--- config.mk ---
export PLATFORM = sky130hd
export DESIGN_NAME = vram_arbiter
export DESIGN_NICKNAME = d
export VERILOG_FILES = /design/src/rtl/vram_arbiter.sv
export SDC_FILE = /design/constraint.sdc
export NUM_CORES = 1
export LEC_CHECK = 0
export ABC_AREA = 1
export CAP_MARGIN = 20
export CELL_PAD_IN_SITES_DETAIL_PLACEMENT = 0
export CELL_PAD_IN_SITES_GLOBAL_PLACEMENT = 2
export CORE_ASPECT_RATIO = 1.75
export CORE_MARGIN = 3
export CORE_UTILIZATION = 15
export DETAILED_ROUTE_END_ITERATION = 8
export PLACE_DENSITY_LB_ADDON = 0.1
export SKIP_LAST_GASP = 1
export SLEW_MARGIN = 20
export SYNTH_ARGS = -nofsm -noshare
export SYNTH_HDL_FRONTEND = slang
export SYNTH_SLANG_ARGS = --single-unit
--- constraint.sdc ---
create_clock -name clk -period 2.15 [get_ports clk]
set_input_delay 0.645 -clock clk [delete_from_list [all_inputs] [get_ports clk]]
set_output_delay 0.645 -clock clk [all_outputs]
set_load 0.01 [all_outputs]
--- src/rtl/vram_arbiter.sv ---
// vram_arbiter: shares one single-port 16-bit synchronous VRAM between display
// scanout (absolute priority, fixed 1-cycle read latency) and a CPU req/ack port.
// The CPU port handles halfword and, when enabled, two-beat word accesses. A
// saturating stall counter records cycles the display blocked the CPU.
// Optional feature macro: VRAM_WORD_ACCESS_EN enables two-beat 32-bit accesses.
// Without it, cpu_word and cpu_be[3:2] are ignored and every access is one beat.
module vram_arbiter #(
    parameter int ADDR_W  = 16,
    parameter int STALL_W = 16
) (
    input  logic               clk,
    input  logic               rst_n,
    input  logic               disp_req,
    input  logic [ADDR_W-1:0]  disp_addr,
    output logic [15:0]        disp_rdata,
    input  logic               cpu_req,
    input  logic               cpu_we,
    input  logic               cpu_word,
    input  logic [ADDR_W-1:0]  cpu_addr,
    input  logic [3:0]         cpu_be,
    input  logic [31:0]        cpu_wdata,
    output logic [31:0]        cpu_rdata,
    output logic               cpu_ack,
    input  logic               stall_clr,
    output logic [STALL_W-1:0] stall_cnt,
    output logic [ADDR_W-1:0]  vram_addr,
    output logic               vram_we,
    output logic [1:0]         vram_be,
    output logic [15:0]        vram_wdata,
    input  logic [15:0]        vram_rdata
);

    typedef enum logic [1:0] {
        ST_IDLE = 2'd0,
        ST_HI   = 2'd1,
        ST_FIN  = 2'd2,
        ST_ACK  = 2'd3
    } state_t;

    state_t               state_r;
    state_t               state_nxt_s;
    logic                 word_s;
    logic                 word_r;
    logic                 hi_first_r;
    logic [15:0]          rdata_lo_r;
    logic [31:0]          cpu_rdata_r;
    logic                 cpu_ack_r;
    logic [STALL_W-1:0]   stall_cnt_r;
    logic                 issue0_s;
    logic                 issue1_s;
    logic                 stall_inc_s;
    logic [ADDR_W-1:0]    addr_hi_s;

`ifdef VRAM_WORD_ACCESS_EN
    assign word_s = cpu_word;
`else
    // Word-access inputs have no function in this build.
    logic unused_s;
    assign unused_s = ^{cpu_word, cpu_be[3:2], cpu_wdata[31:16]};
    assign word_s   = 1'b0;
`endif

    // Second beat targets the next halfword; wraps naturally at ADDR_W bits.
    assign addr_hi_s  = cpu_addr + {{(ADDR_W-1){1'b0}}, 1'b1};

    // Scanout data is the raw VRAM output; the display owns its own timing.
    assign disp_rdata = vram_rdata;
    assign cpu_rdata  = cpu_rdata_r;
    assign cpu_ack    = cpu_ack_r;
    assign stall_cnt  = stall_cnt_r;

    // State register.
    always_ff @(posedge clk or negedge rst_n) begin
        if (!rst_n) begin
            state_r <= ST_IDLE;
        end else begin
            state_r <= state_nxt_s;
        end
    end

    // Next-state logic: CPU beats only advance in cycles without a display fetch.
    always_comb begin
        state_nxt_s = state_r;
        case (state_r)
            ST_IDLE: begin
                if (cpu_req && !disp_req) begin
                    state_nxt_s = word_s ? ST_HI : ST_FIN;
                end else begin
                    state_nxt_s = ST_IDLE;
                end
            end
            ST_HI: begin
                if (!disp_req) begin
                    state_nxt_s = ST_FIN;
                end else begin
                    state_nxt_s = ST_HI;
                end
            end
            ST_FIN:  state_nxt_s = ST_ACK;
            ST_ACK:  state_nxt_s = ST_IDLE;
            default: state_nxt_s = ST_IDLE;
        endcase
    end

    // Output logic: beat issue decode, VRAM port mux (display first) and stall qualifier.
    always_comb begin
        issue0_s    = (state_r == ST_IDLE) && cpu_req && !disp_req;
        issue1_s    = (state_r == ST_HI) && !disp_req;
        stall_inc_s = disp_req && (((state_r == ST_IDLE) && cpu_req) || (state_r == ST_HI));
        vram_addr   = {ADDR_W{1'b0}};
        vram_we     = 1'b0;
        vram_be     = 2'b00;
        vram_wdata  = 16'h0000;
        if (disp_req) begin
            vram_addr = disp_addr;
            vram_we   = 1'b0;
            vram_be   = 2'b11;
        end else if (issue0_s) begin
            vram_addr  = cpu_addr;
            vram_we    = cpu_we;
            vram_be    = cpu_be[1:0];
            vram_wdata = cpu_wdata[15:0];
        end else if (issue1_s) begin
            vram_addr  = addr_hi_s;
            vram_we    = cpu_we;
            vram_be    = cpu_be[3:2];
            vram_wdata = cpu_wdata[31:16];
        end else begin
            vram_addr  = {ADDR_W{1'b0}};
            vram_we    = 1'b0;
            vram_be    = 2'b00;
            vram_wdata = 16'h0000;
        end
    end

    // CPU datapath: capture read beats one cycle after issue, then present with the ack pulse.
    always_ff @(posedge clk or negedge rst_n) begin
        if (!rst_n) begin
            word_r      <= 1'b0;
            hi_first_r  <= 1'b0;
            rdata_lo_r  <= 16'h0000;
            cpu_rdata_r <= 32'h0000_0000;
            cpu_ack_r   <= 1'b0;
        end else begin
            cpu_ack_r <= 1'b0;
            if (issue0_s) begin
                word_r     <= word_s;
                hi_first_r <= word_s;
            end else if (state_r == ST_HI) begin
                // Only the first HI cycle holds beat-0 data; later stalled cycles
                // see display data on vram_rdata.
                hi_first_r <= 1'b0;
                if (hi_first_r) begin
                    rdata_lo_r <= vram_rdata;
                end
            end else if (state_r == ST_FIN) begin
                cpu_ack_r   <= 1'b1;
                cpu_rdata_r <= word_r ? {vram_rdata, rdata_lo_r} : {16'h0000, vram_rdata};
            end else begin
                hi_first_r <= 1'b0;
            end
        end
    end

    // Stall counter: saturating, clear has priority over a same-cycle increment.
    always_ff @(posedge clk or negedge rst_n) begin
        if (!rst_n) begin
            stall_cnt_r <= {STALL_W{1'b0}};
        end else if (stall_clr) begin
            stall_cnt_r <= {STALL_W{1'b0}};
        end else if (stall_inc_s && !(&stall_cnt_r)) begin
            stall_cnt_r <= stall_cnt_r + {{(STALL_W-1){1'b0}}, 1'b1};
        end else begin
            stall_cnt_r <= stall_cnt_r;
        end
    end

endmodule

==> summary.md, run 1 <==
| Metric | Value |
|---|---|
| Total grt overflow | 0 |
| Register area share after synthesis | 31.2% |
| First-pass GRT wire length | 21100 um |
| Most frequent cells in the layout | 139 x nand2_1, 104 x clkdlybuf4s50_1, 61 x buf_4 |
| Worst EP arrival | 1710 ps |
| Cell count after synthesis | 426 |
| Final WS setup | -201 ps |
| Vias | 3641 |
| Pins Over Slew Limit | 0 |
| CP max FO | 4 |
| Min-delay worst type | input pin to asynchronous set/reset pin |
| Post-Syn Area | 2810 sq um |
| Clock-pin slew on the worst setup and hold paths | 60 ps |
| PortBufs | 173 |
| Pwr Density | 704 nW/um^2 |
| Die Width | 109 um |
| Clock buffer depth | 2 |
| Max Cap Viol | 0 |
| Clk_lat worst skew | 290 ps |
| Crit Path Class | input pin to output port |
| Status | finished, violations left |
| Worst slack, placed | -1190 ps |
| Cts bufs inserted | 5 |
| Synth Area per Inst | 6.60 sq um |
| Final hold slack | 396 ps |
| Setup crit end kind | output port |
| Num rows | 65 |
| WP data required | 1500 ps |
| Hold_buf cts | 0 |
| Relative slew slack | 62.2% |
| Vias in the first global route | 3843 |
| Worst vdd ir | 0.519 mV |
| Dpl hpwl | 10700 um |
| Utilization after layout | 32.1% |
| Crit start category | input pin |
| Area growth from synthesis to layout | 108% |
| Placed Area | 5080 sq um |
| Placer Congestion | 0.804 |
| Metal3 WL | 626 um |
| Met2 Wirelength | 8200 um |
| FF+latch count, synth | 35 |
| ANT cells | 0 |
| DR pass1 iterations | 4 |
| Fraction of layout cells with a size suffix above 1 | 36.1% |
| Final antenna-violating net count | 0 |
| DRC Markers | 0 |
| Endpoints failing hold | 0 |
| Worst-margin pin slew | 564 ps |
| Reg2Reg Capture Point | stall_cnt[11] |
| Fillers | 2014 |
| Initial Utilization | 15.4% |
| CTS Root Cell | clkbuf_16 |
| Max layer used | met4 |
| Die area | 20500 sq um |
| Max frequency | 425 MHz |
| Final instance area | 5850 sq um |
| DR iter-0 viols | 64 |
| Failing checks | setup timing |
| RSZ-0062 raised after global routing | yes |
| Distinct cells, synth | 31 |
| GRT Util Overall | 13.4% |
| WL final | 13800 um |
| Die height | 187 um |
| Most common cell after layout, fill and taps aside | nand2_1 |
| Worst R2R Path Depth | 9 |
| Critical R2R Launch | stall_cnt[1] |
| Yosys warns | 0 |
| Initial antenna violation count | 0 |
| Post-synth EDFFs | 0 |
| H-tree level count | 2 |
| CTS tree | built |
| Async S/R FF share, synth | 100% |
| Via-to-Cell Ratio | 4.02 |
| Nets | 763 |
| WL/cell | 15.2 um |
| CTS Sinks | 35 |
| Clock Skew | 11.0 ps |
| Leak | 2.75 nW |
| Top-Level Pins | 191 |
| # setup viols final | 34 |
| Ys flop type | dfrtp_1 |
| Core ar. | 18200 sq um |
| Reg2Reg Setup Slack | 460 ps |
| Fin crit share | 109% |
| M1 WL | 4580 um |
| Final min period | 2350 ps |
| Largest net degree at the start of global routing | 36 |
worst max path at each step:
| stage | startpoint | to | slack (ps) | depth (start not counted) |
|---|---|---|---|---|
| 5_1_grt | cpu_addr[1] | vram_addr[6] | -270 | 10 |
| 3_5_place_dp | cpu_addr[0] | vram_addr[6] | -1190 | 9 |
| 4_1_cts | cpu_addr[1] | vram_addr[6] | -220 | 10 |
| 3_3_place_gp | cpu_addr[0] | vram_addr[6] | -1200 | 9 |
| 2_1_floorplan | cpu_addr[0] | vram_addr[6] | -20 | 7 |
| 6_report | cpu_addr[1] | vram_addr[6] | -200 | 10 |
registers in the layout, indices dropped and copies added, names as in the netlist:
signal and flops:
cpu_ack 1, state_r 2, cpu_rdata 16, stall_cnt 16
routing by layer:
metal	vias up	GRT usage, %
met5	-	0
met4	0	4.70
li1	1816	-
met1	1692	12.6
met2	108	27.6
met3	25	1.83
what timing repair did:
action | CTS | global route
pin swaps | 53 | 30
endpoints found under the setup margin | 51 | 35
cloned | 4 | 1
setup buffers | 23 | 6
gates resized for setup | 361 | 25
synthesized netlist by cell type (2+ instances only):
library cell	count	share of area (%)
nor2_2	4	0.89
nor2_4	3	1.2
a21oi_1	3	0.53
dfrtp_1	35	31
o211ai_1	2	0.53
o21ai_0	19	3.4
o21bai_1	4	1.1
xor2_1	6	1.9
buf_2	7	1.2
nor2_1	36	4.8
nand2_2	3	0.67
a22o_1	16	5.0
clkbuf_1	4	0.53
a22oi_1	2	0.53
buf_4	32	8.5
inv_1	30	4.0
nand2_1	164	22
nand4_1	18	4.0
ha_1	2	0.89
nand3_1	25	4.5
kinds of logic (layout without fill, tap and decap cells):
family,Yosys count,in the layout,share of synthesized area [%]
simple gates,256,256,38.6
buf+inv,77,307,15.2
compound gates,48,48,11.8
flops,35,35,31.2
xor+xnor,7,7,2.18
fa+ha+maj,2,2,0.890
other cells,1,16,0.133
power breakdown:
part	switching, mW	internal [mW]
logic	1.10	1.18
registers	0.104	0.844
clock network	0.306	0.583
through the flow:
stage | TNS (ps) | total power [mW] | std cells
after floorplan | -18.6 | 1.78 | 441
after global placement | -36960 | 2.98 | 870
after detailed placement | -37270 | 2.98 | 870
after CTS | -4170 | 4.23 | 903
after global routing | -6320 | 4.43 | 905
final | -3100 | 4.12 | 905
worst max-delay path, stage by stage:
cell and delay [ps]:
buf_8 80, ha_4 140, nand2_4 60, nor2_4 130, buf_6 120, nand2_4 60
buf_6 120, nor3b_2 150, o21ai_1 70, buf_2 140
layout make-up:
type                       count  area (sq um)  area share [%]
clock inverter                 2          38.8           0.663
clock buffer                   6           139            2.37
tap                          234           293            5.00
timing repair buffer         266          2440            41.7
inverter                      33           131            2.25
multi-input combinational    329          1930            33.1
sequential                    35           876            15.0
Power figures use the tool's default switching activity.
==> inputs of run 2 (changes only) <==
--- a/config.mk
+++ b/config.mk
@@ -10,7 +10,6 @@
 export CELL_PAD_IN_SITES_DETAIL_PLACEMENT = 0
 export CELL_PAD_IN_SITES_GLOBAL_PLACEMENT = 2
 export CORE_ASPECT_RATIO = 1.75
-export CORE_MARGIN = 3
 export CORE_UTILIZATION = 15
 export DETAILED_ROUTE_END_ITERATION = 8
 export PLACE_DENSITY_LB_ADDON = 0.1
==> run 2 against run 1 <==
Effect of this change: the run still ends with setup timing left; first-iteration DRC count down 14%; clock skew shrank 6.9 ps; power decreased by 0.11%; flip-flop and latch count is the same; hold slack worse by 1.1 ps; critical endpoint is now vram_addr[12].
==> summary.md, run 2 (synthesis results as in run 1) <==
| Metric | Value |
|---|---|
| Fraction of layout cells with a size suffix above 1 | 36.1% |
| Worst slack, placed | -1180 ps |
| CP max-delay cell | buf_6 |
| Die area | 19300 sq um |
| CTS Root Cell | clkbuf_16 |
| Die height | 183 um |
| Vias | 3634 |
| Min-delay worst type | input pin to asynchronous set/reset pin |
| Max frequency | 431 MHz |
| Crit start category | input pin |
| Dpl hpwl | 10700 um |
| Grt met1 use | 13.2% |
| Final instance area | 5860 sq um |
| Endpoints failing hold | 0 |
| Status | finished, violations left |
| Pins Over Slew Limit | 0 |
| Leak | 2.73 nW |
| Num rows | 65 |
| Vias in the first global route | 3879 |
| Area growth from synthesis to layout | 108% |
| DR pass1 iterations | 4 |
| Hold_buf cts | 0 |
| Final hold slack | 395 ps |
| Crit-path cells | buf_8 > ha_4 > nand2_4 > nor2_4 > buf_6 > nand3_4 > nand2_2 > nand3_2 > nand3_2 > buf_6 |
| Initial Utilization | 15.4% |
| Clock Skew | 4.13 ps |
| Worst setup path start | cpu_addr[0] |
| Cts bufs inserted | 5 |
| P_int | 2.59 mW |
| Top Usage Layer GRT | met2 |
| # setup viols final | 33 |
| Family with the most delay on the worst path | simple AND/OR/NAND/NOR gates |
| Grt met3 use | 1.63% |
| CTS tree | built |
| WP data required | 1500 ps |
| CP bufs+invs | 3 |
| Nets | 765 |
| Area of the multi-input gates | 1940 sq um |
| PortBufs | 173 |
| Crit Path Class | input pin to output port |
| Die Width | 105 um |
| DR iter-0 viols | 55 |
| Via-to-Cell Ratio | 4.01 |
| Fillers | 2032 |
| First-pass GRT wire length | 20900 um |
| WL/cell | 15.2 um |
| Core ar. | 18200 sq um |
| Max Cap Viol | 0 |
| Worst EP arrival | 1670 ps |
| Dpl cells | 876 |
| WL final | 13800 um |
| Pwr Total | 4.11 mW |
| Top-Level Pins | 191 |
| Pwr Density | 702 nW/um^2 |
| ANT cells | 0 |
| Final min period | 2320 ps |
| Clock share of power | 21.2% |
| Critical R2R Launch | stall_cnt[1] |
| Worst vdd ir | 0.602 mV |
| Failing checks | setup timing |
| H-tree level count | 2 |
| Switching share of power | 36.9% |
| Fin crit share | 108% |
| Clk_lat worst skew | 280 ps |
| Worst-margin pin slew | 570 ps |
| Relative slew slack | 61.8% |
| Sw power | 1.52 mW |
| Utilization after layout | 32.2% |
| Clock-pin slew on the worst setup and hold paths | 60 ps |
| Placed Area | 5140 sq um |
| Final antenna-violating net count | 0 |
| DRC Markers | 0 |
| Setup crit end kind | output port |
| Placer Congestion | 0.781 |
| RSZ-0062 raised after global routing | yes |
| Largest net degree at the start of global routing | 36 |
| GRT Util Overall | 14.2% |
| Met2 Usage GRT | 30.5% |
| Sequential share of power | 22.9% |
| Fin cells | 907 |
| Max incr delay on CP | 150 ps |
| Gate power share | 55.9% |
| Total grt overflow | 0 |
| Clock buffer depth | 2 |
| Final WS setup | -168 ps |
| Initial antenna violation count | 0 |
| Seq. cell area | 876 sq um |
| Total Negative Setup Slacks | -3110 ps |
| CTS Sinks | 35 |
| Most common cell after layout, fill and taps aside | nand2_1 |
| CP max FO | 4 |
| Most frequent cells in the layout | 141 x nand2_1, 104 x clkdlybuf4s50_1, 66 x buf_4 |
-- run 2: cell count changes in the layout (fill, tap and decap cells not counted), moves of 3 or more --
cell,before,now
nand3_2,14,9
nand3_1,10,13
buf_4,61,66
nand2_4,13,9
o21ai_1,9,6
-- run 2: routing by layer --
metal | routed length, um | up-vias
met5 | 0 | -
met4 | 336 | 0
met3 | 506 | 16
met2 | 8360 | 112
met1 | 4560 | 1680
li1 | - | 1826
-- run 2: power by group through the flow --
stage          logic, mW  clock network [mW]  registers [mW]
3_3_place_gp        2.07                   0           0.947
5_1_grt             2.51               0.925           0.965
2_1_floorplan      0.750                   0            1.03
3_5_place_dp        2.07                   0           0.952
6_report            2.30               0.871           0.942
4_1_cts             2.27               0.915           0.945
-- run 2: area by class of cell --
| type | instances | share of cell area (%) |
|---|---|---|
| tap | 234 | 5.00 |
| sequential | 35 | 14.9 |
| clock inverter | 3 | 0.811 |
| clock buffer | 5 | 2.13 |
| inverter | 33 | 2.24 |
| timing repair buffer | 268 | 41.7 |
| multi-input combinational | 329 | 33.1 |
-- run 2: timing repair --
action	CTS	global route
buffers inserted	21	2
pin swaps	47	43
gates cloned	3	0
resized for setup	341	44
endpoints found under the setup margin	51	35
-- run 2: path summary, 6_finish.rpt --
kind	end	slack (ps)	cells after the start
hold / removal	stall_cnt[13]	390	2
max in group asynchronous	cpu_rdata[0]	1380	2
setup reg to reg	stall_cnt[0]	420	9
setup / recovery	vram_addr[12]	-170	10
hold reg to reg	cpu_rdata[2]	470	2
min in group clk	cpu_rdata[2]	470	2
-- run 2: worst reg2reg max path, stage by stage, from the launching register on --
cell and delay (ps):
dfrtp_1 420, ha_1 280, nand2_2 120, nor2_4 150, nand2_2 120, nor2_4 150, nor2_1 50, buf_4 190
nand3_1 70, o21ai_0 70
==> inputs of run 3 (changes only) <==
--- a/config.mk
+++ b/config.mk
@@ -5,12 +5,12 @@
 export SDC_FILE = /design/constraint.sdc
 export NUM_CORES = 1
 export LEC_CHECK = 0
-export ABC_AREA = 1
+export ABC_AREA = 0
 export CAP_MARGIN = 20
 export CELL_PAD_IN_SITES_DETAIL_PLACEMENT = 0
 export CELL_PAD_IN_SITES_GLOBAL_PLACEMENT = 2
 export CORE_ASPECT_RATIO = 1.75
-export CORE_UTILIZATION = 15
+export CORE_UTILIZATION = 17
 export DETAILED_ROUTE_END_ITERATION = 8
 export PLACE_DENSITY_LB_ADDON = 0.1
 export SKIP_LAST_GASP = 1
==> run 3 against run 2 <==
Effect of this change: clock-buffer cell count increased by 1; routed wire length decreased by 15%; worst setup slack got worse by 650 ps; global-route usage increased by 0.11 points; flip-flop and latch count unchanged; maximum frequency decreased by 22%; register-to-register slack got worse by 270 ps; core utilization increased by 2.6 points; largest power group unchanged; critical path depth decreased by 2; non-clock buffer count decreased by 2; sequential power increased by 0.4%; first-iteration DRC count increased by 47%; highest routed layer unchanged; the flow still finishes with violations (setup timing).
==> summary.md, run 3 <==
| Metric | Value |
|---|---|
| CP bufs+invs | 4 |
| Xor and xnor area share after synthesis | 2.29% |
| Final WS setup | -818 ps |
| CTS tree | built |
| Nets | 624 |
| CTS Root Cell | clkbuf_16 |
| WL final | 11700 um |
| Total grt overflow | 0 |
| PortBufs | 173 |
| Gate power share | 56.0% |
| Worst setup path start | cpu_req |
| Synth Area per Inst | 9.21 sq um |
| Clk_lat worst skew | 280 ps |
| WL/cell | 16.4 um |
| DR pass1 iterations | 4 |
| Levels on crit path | 8 |
| Max layer used | met4 |
| Num rows | 60 |
| Setup crit end kind | output port |
| Max frequency | 337 MHz |
| Top post-synthesis cells by area | dfrtp_1 33%, buf_4 9.2%, mux2_2 7.1% |
| Hold_buf cts | 0 |
| Cell count after synthesis | 291 |
| GRT Util Overall | 14.3% |
| Simple-gate share of the synthesized area | 24.8% |
| RSZ-0062 raised after global routing | yes |
| FF+latch count, synth | 35 |
| Register area share after synthesis | 32.7% |
| Initial Utilization | 17.4% |
| Largest net degree at the start of global routing | 36 |
| M1 WL | 4480 um |
| Status | finished, violations left |
| Final antenna-violating net count | 0 |
| Sequential share of power | 24.7% |
| Leak | 2.32 nW |
| Post-Synth Adder-Cell Area | 0.934% |
| Clock buffer depth | 2 |
| # setup viols final | 35 |
| Post-synthesis compound-gate area fraction | 19.2% |
| Worst vdd ir | 0.276 mV |
| Final min period | 2970 ps |
| Leading area contributor after synthesis | dfrtp_1 |
| Initial antenna violation count | 0 |
| Cts bufs inserted | 5 |
| Most common cell after layout, fill and taps aside | clkdlybuf4s50_1 |
| Worst slack, placed | -1540 ps |
| Vias | 3254 |
| Most common library cells after synthesis | 35 x dfrtp_1, 33 x buf_4, 20 x nand3_1, 17 x mux2_2, 17 x nand2_1 |
| Via-to-Cell Ratio | 4.54 |
| Max incr delay on CP | 510 ps |
| H-tree level count | 2 |
| Die area | 16300 sq um |
| Failing checks | setup timing |
| First-pass GRT wire length | 18600 um |
| Reg2Reg Setup Slack | 150 ps |
| Most frequent cell after synthesis | dfrtp_1 |
| Clock share of power | 19.3% |
| DR iter-0 viols | 81 |
| Crit path to | vram_addr[15] |
| DRC Markers | 0 |
| WP data required | 1500 ps |
| Reg2Reg Capture Point | stall_cnt[6] |
| Fin cells | 717 |
| Crit start category | input pin |
| Top-Level Pins | 191 |
| Utilization after layout | 34.8% |
| Async S/R FF share, synth | 100% |
| Clock-pin slew on the worst setup and hold paths | 60 ps |
| Ys flop type | dfrtp_1 |
| Worst EP arrival | 2320 ps |
| CP max-delay cell | or4b_4 |
| Largest family of logic cells by synthesized area | simple AND/OR/NAND/NOR gates |
| Clock Skew | 3.12 ps |
| Family with the most delay on the worst path | simple AND/OR/NAND/NOR gates |
| Crit Path Class | input pin to output port |
| Pwr Density | 715 nW/um^2 |
| CP max FO | 3 |
| Most frequent cells in the layout | 104 x clkdlybuf4s50_1, 80 x buf_4, 35 x dfrtp_1 |
| Dpl cells | 687 |
| Switching share of power | 33.3% |
| P_int | 2.56 mW |
| Fin crit share | 138% |
| Core ar. | 15400 sq um |
| Post-synth EDFFs | 0 |
| Sw power | 1.27 mW |
| Dpl hpwl | 8990 um |
| Final hold slack | 401 ps |
| Fraction of layout cells with a size suffix above 1 | 38.4% |
| Die height | 168 um |
| Die Width | 96.9 um |
| Pwr Total | 3.83 mW |
| Post-Syn Area | 2680 sq um |
| Max Cap Viol | 0 |
| Metal3 WL | 609 um |
| Crit-path cells | buf_6 > nor4b_4 > buf_4 > buf_6 > or4b_4 > or4_4 > nand3_4 > buf_6 |
| Distinct cells, synth | 57 |
| Placer Congestion | 0.732 |
| Yosys warns | 0 |
| Post-synth top area share | 32.7% |
| Min-delay worst type | input pin to asynchronous set/reset pin |
| Mux contribution to synthesized area | 7.14% |
| Pins Over Slew Limit | 0 |
| Met2 Wirelength | 6370 um |
| CTS Sinks | 35 |
| Area growth from synthesis to layout | 99.8% |
| Worst R2R Path Depth | 8 |
| Endpoints failing hold | 0 |
| Top cell by count, worst path | buf_6 |
| Critical R2R Launch | state_r[0] |
| Vias in the first global route | 3407 |
| ANT cells | 0 |
## run 3: cell types whose count changed after synthesis, moves of 7 or more
cell and change:
nor3_1 +7, inv_1 -27, nand2_1 -147, a21oi_1 +8
nor2_1 -31, mux2_2 +17, or4_1 +8, and4_1 +7
nand4_1 -12, or3_1 +7
## run 3: layer usage
| layer | vias to the layer above | global-route usage [%] |
|---|---|---|
| met2 | 143 | 27.6 |
| met4 | 0 | 5.13 |
| met1 | 1545 | 15.2 |
| met3 | 17 | 2.74 |
| li1 | 1549 | - |
| met5 | - | 0 |
## run 3: cells by family after synthesis
kind of cell             Yosys count
buffers and inverters             51
XOR/XNOR                           7
multiplexers                      17
AO/OA/AOI/OAI                     72
other                              1
flip-flops                        35
AND/OR/NAND/NOR                  106
adder cells (fa/ha/maj)            2
## run 3: what timing repair did
item	CTS	global route
pin swaps	25	14
endpoints found under the setup margin	67	35
resized for setup	246	23
endpoints found under the hold margin	0	0
setup buffers	19	5
gates cloned	2	0
## run 3: cell type report
cell class / instances / area, sq um
Clock inverter: 1 / 5.00
Tap cell: 186 / 233
Inverter: 3 / 11.3
Clock buffer: 6 / 139
Fill cell: 1590 / 10000
Timing Repair Buffer: 266 / 2360
Sequential cell: 35 / 876
Multi-Input combinational cell: 220 / 1730
## run 3: through the flow
| stage | area, sq um | setup TNS, ps |
|---|---|---|
| 6_report | 5360 | -10810 |
| 5_1_grt | 5360 | -12790 |
| 4_1_cts | 5300 | -11450 |
| 3_5_place_dp | 4980 | -49930 |
| 3_3_place_gp | 4980 | -50410 |
| 2_1_floorplan | 2860 | -1030 |
## run 3: power by group through the flow
stage | combinational [mW] | sequential [mW] | clock [mW]
floorplan | 0.854 | 1.04 | 0
global placement | 2.04 | 0.954 | 0
CTS | 2.14 | 0.949 | 0.784
detailed placement | 2.04 | 0.959 | 0
finish | 2.14 | 0.946 | 0.741
global route | 2.31 | 0.974 | 0.803
## run 3: worst min path at each step
stage | slack (ps) | endpoint | startpoint
after global placement | 490 | cpu_rdata[15] | cpu_rdata[15]
after floorplan | 350 | cpu_ack | rst_n
after CTS | 420 | stall_cnt[11] | rst_n
after global routing | 450 | stall_cnt[11] | rst_n
after detailed placement | 490 | cpu_rdata[11] | cpu_rdata[11]
final | 400 | stall_cnt[12] | rst_n
